File: src/rtl/riscv_pkg.sv
// Shared RISC-V core definitions: datapath width and the branch-queue entry layout.
package riscv_pkg;

    localparam int XLEN = 32;

    // One in-flight branch as recorded at fetch time.
    typedef struct packed {
        logic [XLEN-1:0] pc;
        logic            hit;
        logic            taken;
        logic [XLEN-1:0] tgt;
    } pq_entry_t;

endpackage

File: src/rtl/pq_fifo.sv
// Synchronous program-order FIFO of pq_entry_t with a single-cycle clear.
// The head entry is presented combinationally so the consumer can compare before popping.
module pq_fifo
    import riscv_pkg::*;
#(
    parameter int DEPTH = 4
) (
    input  logic      clk,
    input  logic      reset,
    input  logic      clear,
    input  logic      push,
    input  pq_entry_t push_data,
    input  logic      pop,
    output pq_entry_t head,
    output logic      full,
    output logic      empty
);

    localparam int PTR_W = $clog2(DEPTH);
    localparam int CNT_W = PTR_W + 1;

    pq_entry_t        mem [DEPTH];
    logic [PTR_W-1:0] wr_ptr;
    logic [PTR_W-1:0] rd_ptr;
    logic [CNT_W-1:0] count;
    logic             push_en;
    logic             pop_en;

    assign full    = (count == CNT_W'(DEPTH));
    assign empty   = (count == '0);
    assign push_en = push & ~full;
    assign pop_en  = pop & ~empty;
    assign head    = mem[rd_ptr];

    // NOTE: sequential state uses non-blocking assignments so every register
    // samples pre-edge values regardless of statement order.
    always_ff @(posedge clk) begin
        if (reset || clear) begin
            wr_ptr <= '0;
            rd_ptr <= '0;
            count  <= '0;
        end else begin
            if (push_en) wr_ptr <= wr_ptr + PTR_W'(1);
            if (pop_en)  rd_ptr <= rd_ptr + PTR_W'(1);
            count <= count + CNT_W'(push_en) - CNT_W'(pop_en);
        end
    end

    // NOTE: storage is deliberately not reset; validity is tracked by count,
    // and leaving the array reset-free lets it map onto plain RAM/flops.
    always_ff @(posedge clk) begin
        if (push_en) mem[wr_ptr] <= push_data;
    end

endmodule

File: src/rtl/br_resolve.sv
// Branch resolution: queues fetched branches, matches them against execute
// results, drives predictor updates and a one-cycle mispredict redirect.
module br_resolve
    import riscv_pkg::*;
#(
    parameter int PQ_DEPTH = 4
) (
    input  logic            clk,
    input  logic            reset,

    input  logic            push_v_i,
    input  logic [XLEN-1:0] push_pc_i,
    input  logic            push_hit_i,
    input  logic            push_taken_i,
    input  logic [XLEN-1:0] push_tgt_i,
    output logic            push_ready_o,

    input  logic            exe_v_i,
    input  logic [XLEN-1:0] exe_pc_i,
    input  logic            exe_taken_i,
    input  logic [XLEN-1:0] exe_tgt_i,

    output logic            pred_en_o,
    output logic [XLEN-1:0] bu_pc_branch_o,
    output logic [XLEN-1:0] bu_pc_target_o,
    output logic            bu_pred_success_o,
    output logic            bu_pred_failed_o,
    output logic            flush_v_o,
    output logic [XLEN-1:0] flush_pc_o,
    output logic            err_o
);

    pq_entry_t head;
    pq_entry_t push_entry;
    logic      full;
    logic      empty;
    logic      push_fire;
    logic      pop_fire;
    logic      resolve_ok;
    logic      resolve_err;
    logic      mispredict;
    logic      head_taken;

    assign push_entry = '{pc: push_pc_i, hit: push_hit_i, taken: push_taken_i, tgt: push_tgt_i};
    assign push_ready_o = ~full;

    // NOTE: every always_comb output gets a default first so no path can
    // leave it unassigned and infer a latch.
    always_comb begin
        resolve_ok  = 1'b0;
        resolve_err = 1'b0;
        mispredict  = 1'b0;
        head_taken  = head.hit & head.taken;
        if (exe_v_i) begin
            if (empty || (exe_pc_i != head.pc)) begin
                resolve_err = 1'b1;
            end else begin
                resolve_ok = 1'b1;
                mispredict = (head_taken != exe_taken_i) |
                             (exe_taken_i & (head.tgt != exe_tgt_i));
            end
        end
    end

    // Pushes are squashed both in the mispredict cycle and in the redirect cycle.
    assign push_fire = push_v_i & ~full & ~flush_v_o & ~mispredict;
    assign pop_fire  = exe_v_i & ~empty;

    pq_fifo #(
        .DEPTH(PQ_DEPTH)
    ) u_pq_fifo (
        .clk      (clk),
        .reset    (reset),
        .clear    (mispredict),
        .push     (push_fire),
        .push_data(push_entry),
        .pop      (pop_fire),
        .head     (head),
        .full     (full),
        .empty    (empty)
    );

    always_ff @(posedge clk) begin
        if (reset) begin
            pred_en_o         <= 1'b0;
            bu_pred_success_o <= 1'b0;
            bu_pred_failed_o  <= 1'b0;
            flush_v_o         <= 1'b0;
            err_o             <= 1'b0;
            bu_pc_branch_o    <= '0;
            bu_pc_target_o    <= '0;
            flush_pc_o        <= '0;
        end else begin
            pred_en_o         <= resolve_ok & (head.hit | exe_taken_i);
            bu_pred_success_o <= resolve_ok & head.hit & exe_taken_i;
            bu_pred_failed_o  <= resolve_ok & head.hit & ~exe_taken_i;
            flush_v_o         <= mispredict;
            err_o             <= resolve_err;
            if (resolve_ok) begin
                bu_pc_branch_o <= exe_pc_i;
                bu_pc_target_o <= exe_tgt_i;
            end
            if (mispredict) begin
                flush_pc_o <= exe_taken_i ? exe_tgt_i : exe_pc_i + XLEN'(4);
            end
        end
    end

endmodule

File: config.mk
export PLATFORM = sky130hd
export DESIGN_NAME = br_resolve
export DESIGN_NICKNAME = d
export VERILOG_FILES = /design/src/rtl/riscv_pkg.sv /design/src/rtl/pq_fifo.sv /design/src/rtl/br_resolve.sv
export SDC_FILE = /design/constraint.sdc
export NUM_CORES = 1
export LEC_CHECK = 0
export CORE_ASPECT_RATIO = 0.6
export CORE_MARGIN = 3
export CORE_UTILIZATION = 45
export CTS_CLUSTER_DIAMETER = 100
export CTS_CLUSTER_SIZE = 25
export DETAILED_ROUTE_END_ITERATION = 12
export DONT_BUFFER_PORTS = 1
export GPL_ROUTABILITY_DRIVEN = 1
export GPL_TIMING_DRIVEN = 0
export PLACE_DENSITY_LB_ADDON = 0.08
export SETUP_SLACK_MARGIN = 0.2
export SYNTH_ARGS = -nofsm -noshare
export SYNTH_HDL_FRONTEND = slang
export SYNTH_SLANG_ARGS = --single-unit
File: constraint.sdc
create_clock -name clk -period 9.5 [get_ports clk]
set_clock_uncertainty 0.15 [all_clocks]
set_input_delay 0.95 -clock clk [delete_from_list [all_inputs] [get_ports clk]]
set_output_delay 0.95 -clock clk [all_outputs]
set_load 0.05 [all_outputs]
# Word level (Yosys, flattened, before mapping)

Memories as Yosys holds them, arrays and structs flattened. A register that Yosys moved wholly into a read port is not among the register bits.
Cells that the tools add are included.

Reduce and logical (&&, ||, !) cells: 4
Multiplexer cells: 10
Bitwise gates (word level): 20
$add $sub $neg: 5
Eq/ne operators: 4

Operator list:

| operator                | count |
|---|---|
| $ne A32 B32 Y1          | 2 |
| $add A32 B3 Y32 const B | 1 |
| $mux W32                | 1 |
| $and A1 B1 Y1           | 12 |
| $mux W1                 | 7 |
| $not A1 Y1              | 6 |
| $add A2 B1 Y2 const B   | 2 |
| $mux W2                 | 2 |
| $add A3 B1 Y3           | 1 |
| $eq A3 B3 Y1 const B    | 1 |
| $logic_not A3 Y1        | 1 |
| $sub A3 B1 Y3           | 1 |
| $logic_or A1 B1 Y1      | 2 |
| $or A1 B1 Y1            | 2 |
| $reduce_or A2 Y1        | 1 |
| $ne A1 B1 Y1            | 1 |

Logic and storage cells: 55
Output and inout port bits: 102
Memories kept: 1
Register bits after elaboration: 108
Bits in writable memories: 264
Input port bits: 135

Memory list:

| name          | words | bits a word | rd ports | clocked after memory_dff | write ports | line          | text |
|---|---|---|---|---|---|---|---|
| u_pq_fifo.mem | 4     | 66          | 1        | 1                        | 1           | pq_fifo.sv:22 | `pq_entry_t mem [DEPTH];` |

# Logic depth before layout (Yosys ltp)

Gate-level depths: netlist (run 1).

Depth in word-level cells: 10
Gate-level depth with buffers: 17
Gate-level depth less buffers: 12

# Modules after synthesis

A second synthesis (run 1) with hierarchy kept.

Cells, all modules: 1,025
Area, all modules: 15,499.9 um^2

By module, submodules not included:

| module     | times used | cells each | area an instance (um^2) |
|---|---|---|---|
| pq_fifo    | 1          | 394        | 10,004.6 |
| br_resolve | 1          | 631        | 5,495.3 |

# Least setup slack after synthesis (run 1)

No wires, ideal clock.

Path kind: flip-flop to flip-flop
Start: register (tool-made name)
End: memory u_pq_fifo.mem[1][0] (netlist name), enable pin
Clock period less this slack: 7.990 ns
Buffers on the path: 4
Path slack: 1.510 ns
Required time: 8.765 ns
Arrival: 7.255 ns
Cell stages (with the launch flop): 12
Cell sequence: dfxtp_1 -> buf_6 -> buf_12 -> buf_6 -> mux4_2 -> xnor2_1 -> nand4_1 -> nor4_1 -> and4_1 -> nor4_2 -> buf_2 -> nor3b_1

RTL lines:

| item             | line |
|---|---|
| end: declaration | pq_fifo.sv:22 |

==> flow_summary_export.csv, run 1 <==
group,metric,value,unit
clock_network,cts_setup_buffers,0,
clock_network,path_clk_slew,110,ps
drt,routedWlPerCell,29.8,um
setup_path,startpoint_type,"flip-flop",
synthesis,syn_nets,1359,
clock_network,root_buffer,"clkbuf_16",
min_path,min_from,"push_tgt_i[12]",
timing,final_max_slew_viol_count,0,
global_routing,grt_max_degree,27,
synthesis,synth_seq_cells,374,
synthesis,avgSynthCellArea,13.6,sq um
power,powerDensity,214,nW/um^2
floorplanning,fp.dieH,155,um
timing,layout_setup_ws,4230,ps
drt,wirelength,52100,um
timing,slew_headroom,40.2,%
synthesis,ys_async_sr_fraction,0,%
synthesis,synth_edf_count,264,
clock_network,cts.path.max_buffers,3,
global_routing,grt-ovfl-total,0,
floorplanning,fp.dieArea,39200,sq um
floorplanning,num_rows,53,
timing,hold_violations,0,
clock_network,postCtsResizedCells,0,
synthesis,netlist_top_cells_count,"edfxtp_1, dfxtp_1, a21oi_1, nand3_1, xnor2_1",
synthesis,ys_seq_area_share,61.2,%
timing,fin_crit,5270,ps
placed_design,detailed_place_hpwl,40200,um
power,leakagePower,5.43,nW
placed_design,post-place-ws,4310,ps
global_routing,first_global_vias,10400,
setup_path,criticalPathCategory,"flip-flop to flip-flop",
drt,vias,10900,
timing,fmax,0.190,GHz
floorplanning,start_util,46.5,%
setup_path,crit_fanout,10,
clock_network,cts-buffers-inserted,18,
clock_network,clock_latency,550,ps
setup_path,crit_path_end_kind,"flip-flop",
timing,fin_setup_tns,0,ps
floorplanning,pin_count,237,
timing,tightest_slew,893,ps
placed_design,placed_cells_incl_taps,1715,
drt,drc,0,
final_layout,drive_above_1_share,15.3,%
timing,setup_viol,0,
drt,ant_nets,0,
synthesis,netlist_instances,1216,
synthesis,synth_top_area_share,47.9,%
clock_network,cts_tree,"yes",
synthesis,synth.area.top_cells,"edfxtp_1, dfxtp_1, mux4_2",
power,vdd_ir_drop_max,0.129,mV
clock_network,cts.sinks,374,
min_path,hp-class,"input port to flip-flop",
final_layout,utilization,50.7,%
synthesis,syn_area,16500,sq um
setup_path,max_stage_delay,510,ps
final_layout,syn2layout_area_growth,9.11,%
clock_network,holdBufCountCts,0,
clock_network,h-tree-depth,1,
global_routing,grt_pass1_wl,75200,um
synthesis,synth_ff_type,"edfxtp_1",
final_layout,antenna_cells,0,
setup_path,crit_family,"buffers and inverters",
placed_design,port_buffers,0,
global_routing,grt_antenna_before_repair,0,
final_layout,post-route-cell-area,18000,sq um
final_layout,n_fill_cell,3044,
synthesis,synth_most_common_cell,"edfxtp_1",
floorplanning,die_w,254,um
setup_path,worst-path-buf-inv,9,
global_routing,grt_usage,26.5,%
setup_path,path_cells,"buf_2 > buf_4 > buf_2 > mux4_2 > xnor2_1 > nand4_1 > nor4_1 > and4_1 > nor4_2 > buf_2 > nor3b_2 > buf_6 > buf_6 > buf_8 > buf_8 > buf_8",
setup_path,cp_slowest_cell,"nor3b_2",
setup_path,required,9600,ps
drt,drtIter0Drc,1297,
outcome,outcome,"complete, no violations",
timing,fin_crit_sh,55.5,%
synthesis,yosysWarningCount,0,
timing,rsz0062_at_grt,"false",
floorplanning,core_area,35600,sq um
placed_design,placed_cell_area,17500,sq um
synthesis,synth.distinct_cells,66,
final_layout,final_cells,1747,
synthesis,yosysTopAreaCell,"edfxtp_1",
setup_path,cp.arrival,5370,ps
drt,via_per_inst,6.25,
placed_design,gp_congestion,0.994,
drt,dr.pass1.iters,5,
job,max_cap_viol_count,0,
final_layout,nNetsFinal,1411,
area by class of cell:
cell class / count / area, sq um / share of cell area [%]
Clock buffer: 32 / 524 / 2.90
Inverter: 20 / 75.1 / 0.416
Multi-Input combinational cell: 724 / 5830 / 32.3
Buffer: 98 / 524 / 2.90
Sequential cell: 374 / 10100 / 56.1
Timing Repair Buffer: 32 / 379 / 2.10
Tap cell: 467 / 584 / 3.24
final timing paths:
path / end / depth (start not counted) / slack, ps
max: u_pq_fifo.mem[1][26]$_DFFE_PP_ / 16 / 4230
min: u_pq_fifo.mem[2][12]$_DFFE_PP_ / 0 / 330
max reg2reg: u_pq_fifo.mem[1][26]$_DFFE_PP_ / 16 / 4230
min reg2reg: u_pq_fifo.count[2]$_SDFF_PP0_ / 2 / 420
logic make-up after synthesis:
kind of cell             after synthesis  share of synthesized area, %
flip-flops                           374                          61.2
AND/OR/NAND/NOR                      280                          9.51
AO/OA/AOI/OAI                        248                          9.67
buffers and inverters                118                          3.62
multiplexers                         104                          10.8
XOR/XNOR                              84                          4.54
adder cells (fa/ha/maj)                8                         0.650
flip-flops by register name, indices dropped and copies added (netlist names), named ones only:
| signal | cells |
|---|---|
| bu_pc_branch_o | 32 |
| flush_pc_o | 32 |
| bu_pred_failed_o | 1 |
| err_o | 1 |
| pred_en_o | 1 |
| u_pq_fifo.wr_ptr | 2 |
| bu_pred_success_o | 1 |
| u_pq_fifo.rd_ptr | 2 |
| u_pq_fifo.mem | 264 |
| u_pq_fifo.count | 3 |
| flush_v_o | 1 |
| bu_pc_target_o | 32 |
per-layer routing:
metal / vias up / track usage [%] / share of wire, %
met1: 5538 / 39.7 / 44
li1: 4808 / - / -
met5: - / 0 / 0
met3: 65 / 7.71 / 11
met4: 0 / 6.50 / 2.6
met2: 501 / 37.8 / 43
worst register-to-register path, cell delays in order, from the launching register on:
cell and delay [ps]:
dfxtp_1 440, buf_2 350, buf_4 310, buf_2 330
mux4_2 380, xnor2_1 230, nand4_1 120, nor4_1 440
and4_1 420, nor4_2 140, buf_2 240, nor3b_2 510
buf_6 260, buf_6 190, buf_8 160, buf_8 150
buf_8 160
cells in the final DEF (no fill, tap or decap), types with 5 or more instances in the layout:
cell	Yosys	layout
mux2_2	6	6
inv_1	19	19
ha_1	7	7
and2_1	5	5
edfxtp_1	264	264
buf_6	6	31
buf_4	6	7
nor2_1	17	17
o21ai_1	60	60
o21ai_0	35	35
xnor2_1	70	70
nand2b_1	7	7
dfxtp_1	110	110
o41ai_2	20	20
nand4_1	49	49
buf_1	13	13
nor3_1	15	15
nor4b_1	5	5
a21oi_1	97	97
nor4_1	11	11
nand3_1	84	84
o22ai_1	5	5
xor2_1	12	12
mux4_2	57	57
buf_8	2	8
buf_2	27	27
clkbuf_16	0	19
o41ai_1	8	8
clkbuf_1	42	55
nand2_1	45	45
and3_1	6	6
mux2i_1	37	37
report_power, final:
group | total (mW) | leakage, nW | internal [mW] | switching (mW)
registers | 1.93 | 3.31 | 1.89 | 0.0354
logic | 1.04 | 1.88 | 0.441 | 0.601
clock network | 0.896 | 0.249 | 0.381 | 0.515
through the flow:
step                power, mW  hold slack (ps)
global placement         2.99              397
detailed placement       3.00              405
floorplan                2.67              378
finish                   3.86              334
global route             4.03              318
CTS                      3.88              315
Power figures use the tool's default switching activity.
==> run 2: changes to the inputs <==
==> constraint.sdc (replaced) <==
create_clock -name clk -period 4.9 [get_ports clk]
set_clock_uncertainty 0.15 [all_clocks]
set_input_delay 0.49 -clock clk [delete_from_list [all_inputs] [get_ports clk]]
set_output_delay 0.49 -clock clk [all_outputs]
set_load 0.05 [all_outputs]
==> flow_summary_export.csv, run 2 (same netlist as run 1, synthesis figures left out) <==
group,metric,value,unit
timing,fin_setup_tns,0,ps
global_routing,grt-ovfl-total,0,
drt,routedWlPerCell,28.6,um
final_layout,regMostFlops,"u_pq_fifo.mem",
power,powerDensity,393,nW/um^2
timing,fin_crit,4490,ps
placed_design,placed_cells_incl_taps,1701,
final_layout,final_common_cell,"edfxtp_1",
global_routing,grt_pass1_wl,77100,um
drt,drtIter0Drc,1455,
floorplanning,start_util,46.5,%
clock_network,cts_tree,"yes",
placed_design,port_buffers,0,
outcome,outcome,"complete, no violations",
drt,ant_nets,0,
global_routing,first_global_vias,10900,
final_layout,largest_reg_flops,264,
final_layout,final_cell_mix,"edfxtp_1, dlygate4sd3_1, dfxtp_1, a21oi_1, nand3_1",
clock_network,clock_latency,550,ps
drt,vias,11500,
power,leakagePower,5.93,nW
final_layout,n_fill_cell,2987,
setup_path,crit_path_end_kind,"flip-flop",
final_layout,final-seq-area,10100,sq um
setup_path,cp.arrival,4770,ps
final_layout,multi_input_area,5900,sq um
timing,slew_headroom,47.0,%
global_routing,grt_antenna_before_repair,4,
clock_network,cts.sinks,374,
drt,via_per_inst,6.15,
setup_path,startpoint_type,"flip-flop",
floorplanning,pin_count,237,
floorplanning,fp.dieArea,39200,sq um
clock_network,cts.path.max_buffers,3,
floorplanning,num_rows,53,
drt,dr.pass1.iters,5,
drt,wirelength,53300,um
timing,tightest_slew,795,ps
floorplanning,core_area,35600,sq um
clock_network,path_clk_slew,110,ps
timing,fmax,0.223,GHz
timing,fin_crit_sh,91.7,%
placed_design,detailed_place_hpwl,39900,um
clock_network,root_buffer,"clkbuf_16",
final_layout,final_cells,1862,
timing,setup_viol,0,
floorplanning,fp.dieH,155,um
timing,hold_violations,0,
setup_path,required,5180,ps
final_layout,drive_above_1_share,14.0,%
setup_path,criticalPathCategory,"flip-flop to flip-flop",
timing,rsz0062_at_grt,"false",
timing,final_max_slew_viol_count,0,
placed_design,gp_congestion,0.929,
global_routing,grt_usage,26.9,%
clock_network,h-tree-depth,1,
power,power,7.61,mW
clock_network,cts-buffers-inserted,18,
floorplanning,die_w,254,um
setup_path,crit_fanout,10,
drt,drc,0,
final_layout,syn2layout_area_growth,17.1,%
global_routing,grt_max_degree,27,
final_layout,nNetsFinal,1525,
min_path,hp-class,"input port to flip-flop",
job,max_cap_viol_count,0,
power,vdd_ir_drop_max,0.227,mV
run 2: path summary, 6_finish.rpt:
kind	startpoint	end	slack [ps]	depth (start not counted)
worst max-delay path	flip-flop	u_pq_fifo.count[2]$_SDFF_PP0_	410	15
worst min register to register	u_pq_fifo.rd_ptr[1]$_SDFFE_PP0P_	flip-flop	420	2
worst min-delay path	reset	flush_pc_o[3]$_SDFFE_PP0P_	40	2
worst max register to register	flip-flop	u_pq_fifo.count[2]$_SDFF_PP0_	410	15
run 2: through the flow:
stage | hold WS, ps | utilization (%) | instance area (sq um) | setup WS, ps
final | 42.8 | 54.4 | 19400 | 407
after global routing | 60.2 | 54.4 | 19400 | 223
after CTS | 26.3 | 54.2 | 19300 | 12.2
after detailed placement | 401 | 49.2 | 17500 | -219
after global placement | 398 | 48.2 | 17200 | -3720
after floorplan | 378 | - | 16600 | -581
run 2: worst max-delay path, stage by stage, from the launching register on:
cell and delay (ps):
dfxtp_1 420, clkbuf_4 300, clkbuf_4 320, mux2i_1 390
xnor2_1 120, nor4_2 330, o2111ai_1 280, nand4b_1 420
nor4_4 300, buf_4 250, nor2_1 60, ha_1 240
fa_1 380, xnor2_1 180, xnor2_1 150, nor3_1 60
run 2: per-layer routing:
metal,global-route usage [%],wire [um]
met4,6.91,1470
met5,0,11
met1,41.1,24300
met2,38.9,22700
met3,6.03,4830
run 2: layout make-up:
cell class	count	area share [%]
Timing Repair Buffer	146	8.31
Tap cell	467	3.02
Antenna cell	2	0.0258
Clock buffer	30	2.56
Multi-Input combinational cell	724	30.4
Buffer	98	2.89
Sequential cell	374	52.3
Inverter	20	0.388
Clock inverter	1	0.0840
run 2: timing repair:
action	in CTS	in global routing
cloned	0	0
setup buffers	6	1
setup endpoints to repair	161	82
gates resized for setup	2	20
pin swaps	5	2
hold buffers	121	0
endpoints found under the hold margin	319	0
run 2: power by group:
group          total (mW)  switching, mW  internal, mW  leakage [nW]
combinational        2.17           1.23         0.941          2.38
clock                1.71           1.00         0.708         0.243
sequential           3.73         0.0693          3.66          3.31
==> run 3: changes to the inputs <==
--- a/config.mk
+++ b/config.mk
@@ -15,6 +15,7 @@
 export GPL_ROUTABILITY_DRIVEN = 1
 export GPL_TIMING_DRIVEN = 0
 export PLACE_DENSITY_LB_ADDON = 0.08
+export REMOVE_ABC_BUFFERS = 1
 export SETUP_SLACK_MARGIN = 0.2
 export SYNTH_ARGS = -nofsm -noshare
 export SYNTH_HDL_FRONTEND = slang
==> flow_summary_export.csv, run 3 (same netlist as run 1, synthesis figures left out) <==
group,metric,value,unit
setup_path,max_stage_delay,520,ps
global_routing,grt_max_degree,106,
global_routing,grt_antenna_before_repair,1,
floorplanning,pin_count,237,
final_layout,antenna_cells,0,
timing,setup_viol,0,
floorplanning,fp.dieH,155,um
final_layout,nNetsFinal,1519,
min_path,hp-class,"input port to flip-flop",
clock_network,cts_tree,"yes",
placed_design,placed_cells_incl_taps,1627,
timing,rsz0062_at_grt,"false",
floorplanning,start_util,46.5,%
final_layout,final_cell_mix,"edfxtp_1, dlygate4sd3_1, dfxtp_1, a21oi_1, nand3_1",
setup_path,path_cells,"buf_16 > mux4_2 > xnor2_1 > nand4_1 > nor4_4 > and4_4 > nor4_4 > buf_4 > buf_4 > nor3b_2 > buf_6 > buf_8 > buf_6 > buf_6",
setup_path,cp_slowest_cell,"dfxtp_4",
drt,via_per_inst,6.09,
final_layout,regMostFlops,"u_pq_fifo.mem",
setup_path,crit_family,"buffers and inverters",
drt,dr.pass1.iters,7,
setup_path,criticalPathCategory,"flip-flop to flip-flop",
floorplanning,die_w,254,um
timing,fin_crit_sh,93.9,%
timing,hold_violations,0,
outcome,outcome,"complete, no violations",
global_routing,first_global_vias,11000,
drt,vias,11300,
drt,ant_nets,0,
clock_network,cts.sinks,374,
setup_path,required,5000,ps
setup_path,path_depth,14,
setup_path,cp_common_cell,"buf_6",
drt,routedWlPerCell,27.8,um
floorplanning,num_rows,53,
setup_path,worst-path-buf-inv,7,
final_layout,syn2layout_area_growth,19.9,%
clock_network,h-tree-depth,1,
global_routing,grt-ovfl-total,0,
final_layout,largest_reg_flops,264,
clock_network,cts-buffers-inserted,18,
setup_path,startpoint_type,"flip-flop",
timing,fmax,0.217,GHz
power,leakagePower,6.02,nW
setup_path,worstSetupEndpoint,"u_pq_fifo.mem[1][60]$_DFFE_PP_",
timing,tightest_slew,1320,ps
final_layout,final_cells,1855,
placed_design,detailed_place_hpwl,34600,um
clock_network,path_clk_slew,110,ps
final_layout,final_common_cell,"edfxtp_1",
drt,drc,0,
floorplanning,core_area,35600,sq um
power,powerDensity,382,nW/um^2
setup_path,crit_path_end_kind,"flip-flop",
drt,wirelength,51600,um
placed_design,port_buffers,0,
power,vdd_ir_drop_max,0.232,mV
setup_path,cp.arrival,4700,ps
timing,slew_headroom,11.8,%
floorplanning,fp.dieArea,39200,sq um
setup_path,r2r_end,"u_pq_fifo.mem[1][60]$_DFFE_PP_",
job,max_cap_viol_count,0,
clock_network,cts.path.max_buffers,3,
global_routing,grt_pass1_wl,75300,um
timing,fin_crit,4600,ps
drt,drtIter0Drc,1160,
timing,final_max_slew_viol_count,0,
global_routing,grt_usage,26.1,%
placed_design,gp_congestion,0.852,
clock_network,root_buffer,"clkbuf_16",
final_layout,post-route-cell-area,19800,sq um
final_layout,utilization,55.7,%
final_layout,drive_above_1_share,14.0,%
setup_path,r2r_slack,300,ps
setup_path,worstRegToRegCells,14,
placed_design,placed_cell_area,17300,sq um
setup_path,crit_fanout,57,
clock_network,clock_latency,540,ps
==> run 3: changes by cell type in the layout (fill, tap and decap cells not counted), sizes merged <==
cell | before | now
clkinv | 1 | 0
clkbuf | 81 | 32
diode | 2 | 0
dlygate4sd3 | 121 | 178
and4 | 3 | 4
buf | 72 | 59
==> run 3: through the flow <==
step / total power, mW / TNS [ps] / setup slack, ps / hold WS, ps
6_report: 7.57 / 0 / 301 / 28.5
4_1_cts: 7.58 / 0 / 272 / 7.73
2_1_floorplan: 5.12 / -1849210 / -6330 / 377
5_1_grt: 7.89 / 0 / 213 / 21.5
3_3_place_gp: 5.70 / -4113810 / -13710 / 393
3_5_place_dp: 5.65 / -320520 / -1540 / 388
==> run 3: final cells by class <==
cell class,instances,area [sq um]
inverter,20,77.6
clock buffer,32,524
multi-input combinational,725,5950
sequential,374,10100
tap,467,584
fill,2889,15800
timing repair buffer,237,2560
==> run 3: worst min-delay path by stage <==
stage | startpoint | endpoint | slack (ps) | cells past startpoint
floorplan | u_pq_fifo.rd_ptr[1]$_SDFFE_PP0P_ | flip-flop | 380 | 2
global placement | u_pq_fifo.rd_ptr[1]$_SDFFE_PP0P_ | u_pq_fifo.rd_ptr[1]$_SDFFE_PP0P_ | 390 | 2
detailed placement | u_pq_fifo.rd_ptr[1]$_SDFFE_PP0P_ | flip-flop | 390 | 2
CTS | exe_v_i | bu_pc_branch_o[5]$_SDFFE_PP0P_ | 8 | 2
global route | reset | flush_pc_o[29]$_SDFFE_PP0P_ | 20 | 3
finish | exe_pc_i[31] | bu_pc_branch_o[31]$_SDFFE_PP0P_ | 30 | 2
==> run 3: routing by layer <==
metal | track usage [%] | vias up | routed length (um)
met5 | 0 | - | 13
met4 | 4.91 | 2 | 1010
met3 | 5.23 | 57 | 4000
met2 | 39.0 | 434 | 22800
met1 | 39.9 | 5796 | 23800
li1 | - | 5017 | -
==> run 3: power breakdown <==
| part | internal [mW] | total, mW | switching (mW) |
|---|---|---|---|
| Clock | 0.738 | 1.72 | 0.987 |
| Combinational | 0.939 | 2.10 | 1.16 |
| Sequential | 3.67 | 3.75 | 0.0846 |
==> run 3: timing repair <==
item                                   in CTS  in global routing
setup endpoints to repair                 305                 68
setup buffers                              16                  0
hold buffers                              179                  0
cloned                                      1                  0
endpoints found under the hold margin     370                  0
gates resized for setup                     6                  5
pin swaps                                   3                  1
==> run 3: worst register-to-register path: stages, from the launching register on <==
cell and delay, ps:
dfxtp_4 520, buf_16 320, mux4_2 470, xnor2_1 380
nand4_1 210, nor4_4 390, and4_4 340, nor4_4 50
buf_4 180, buf_4 140, nor3b_2 360, buf_6 230
buf_8 180, buf_6 180, buf_6 170
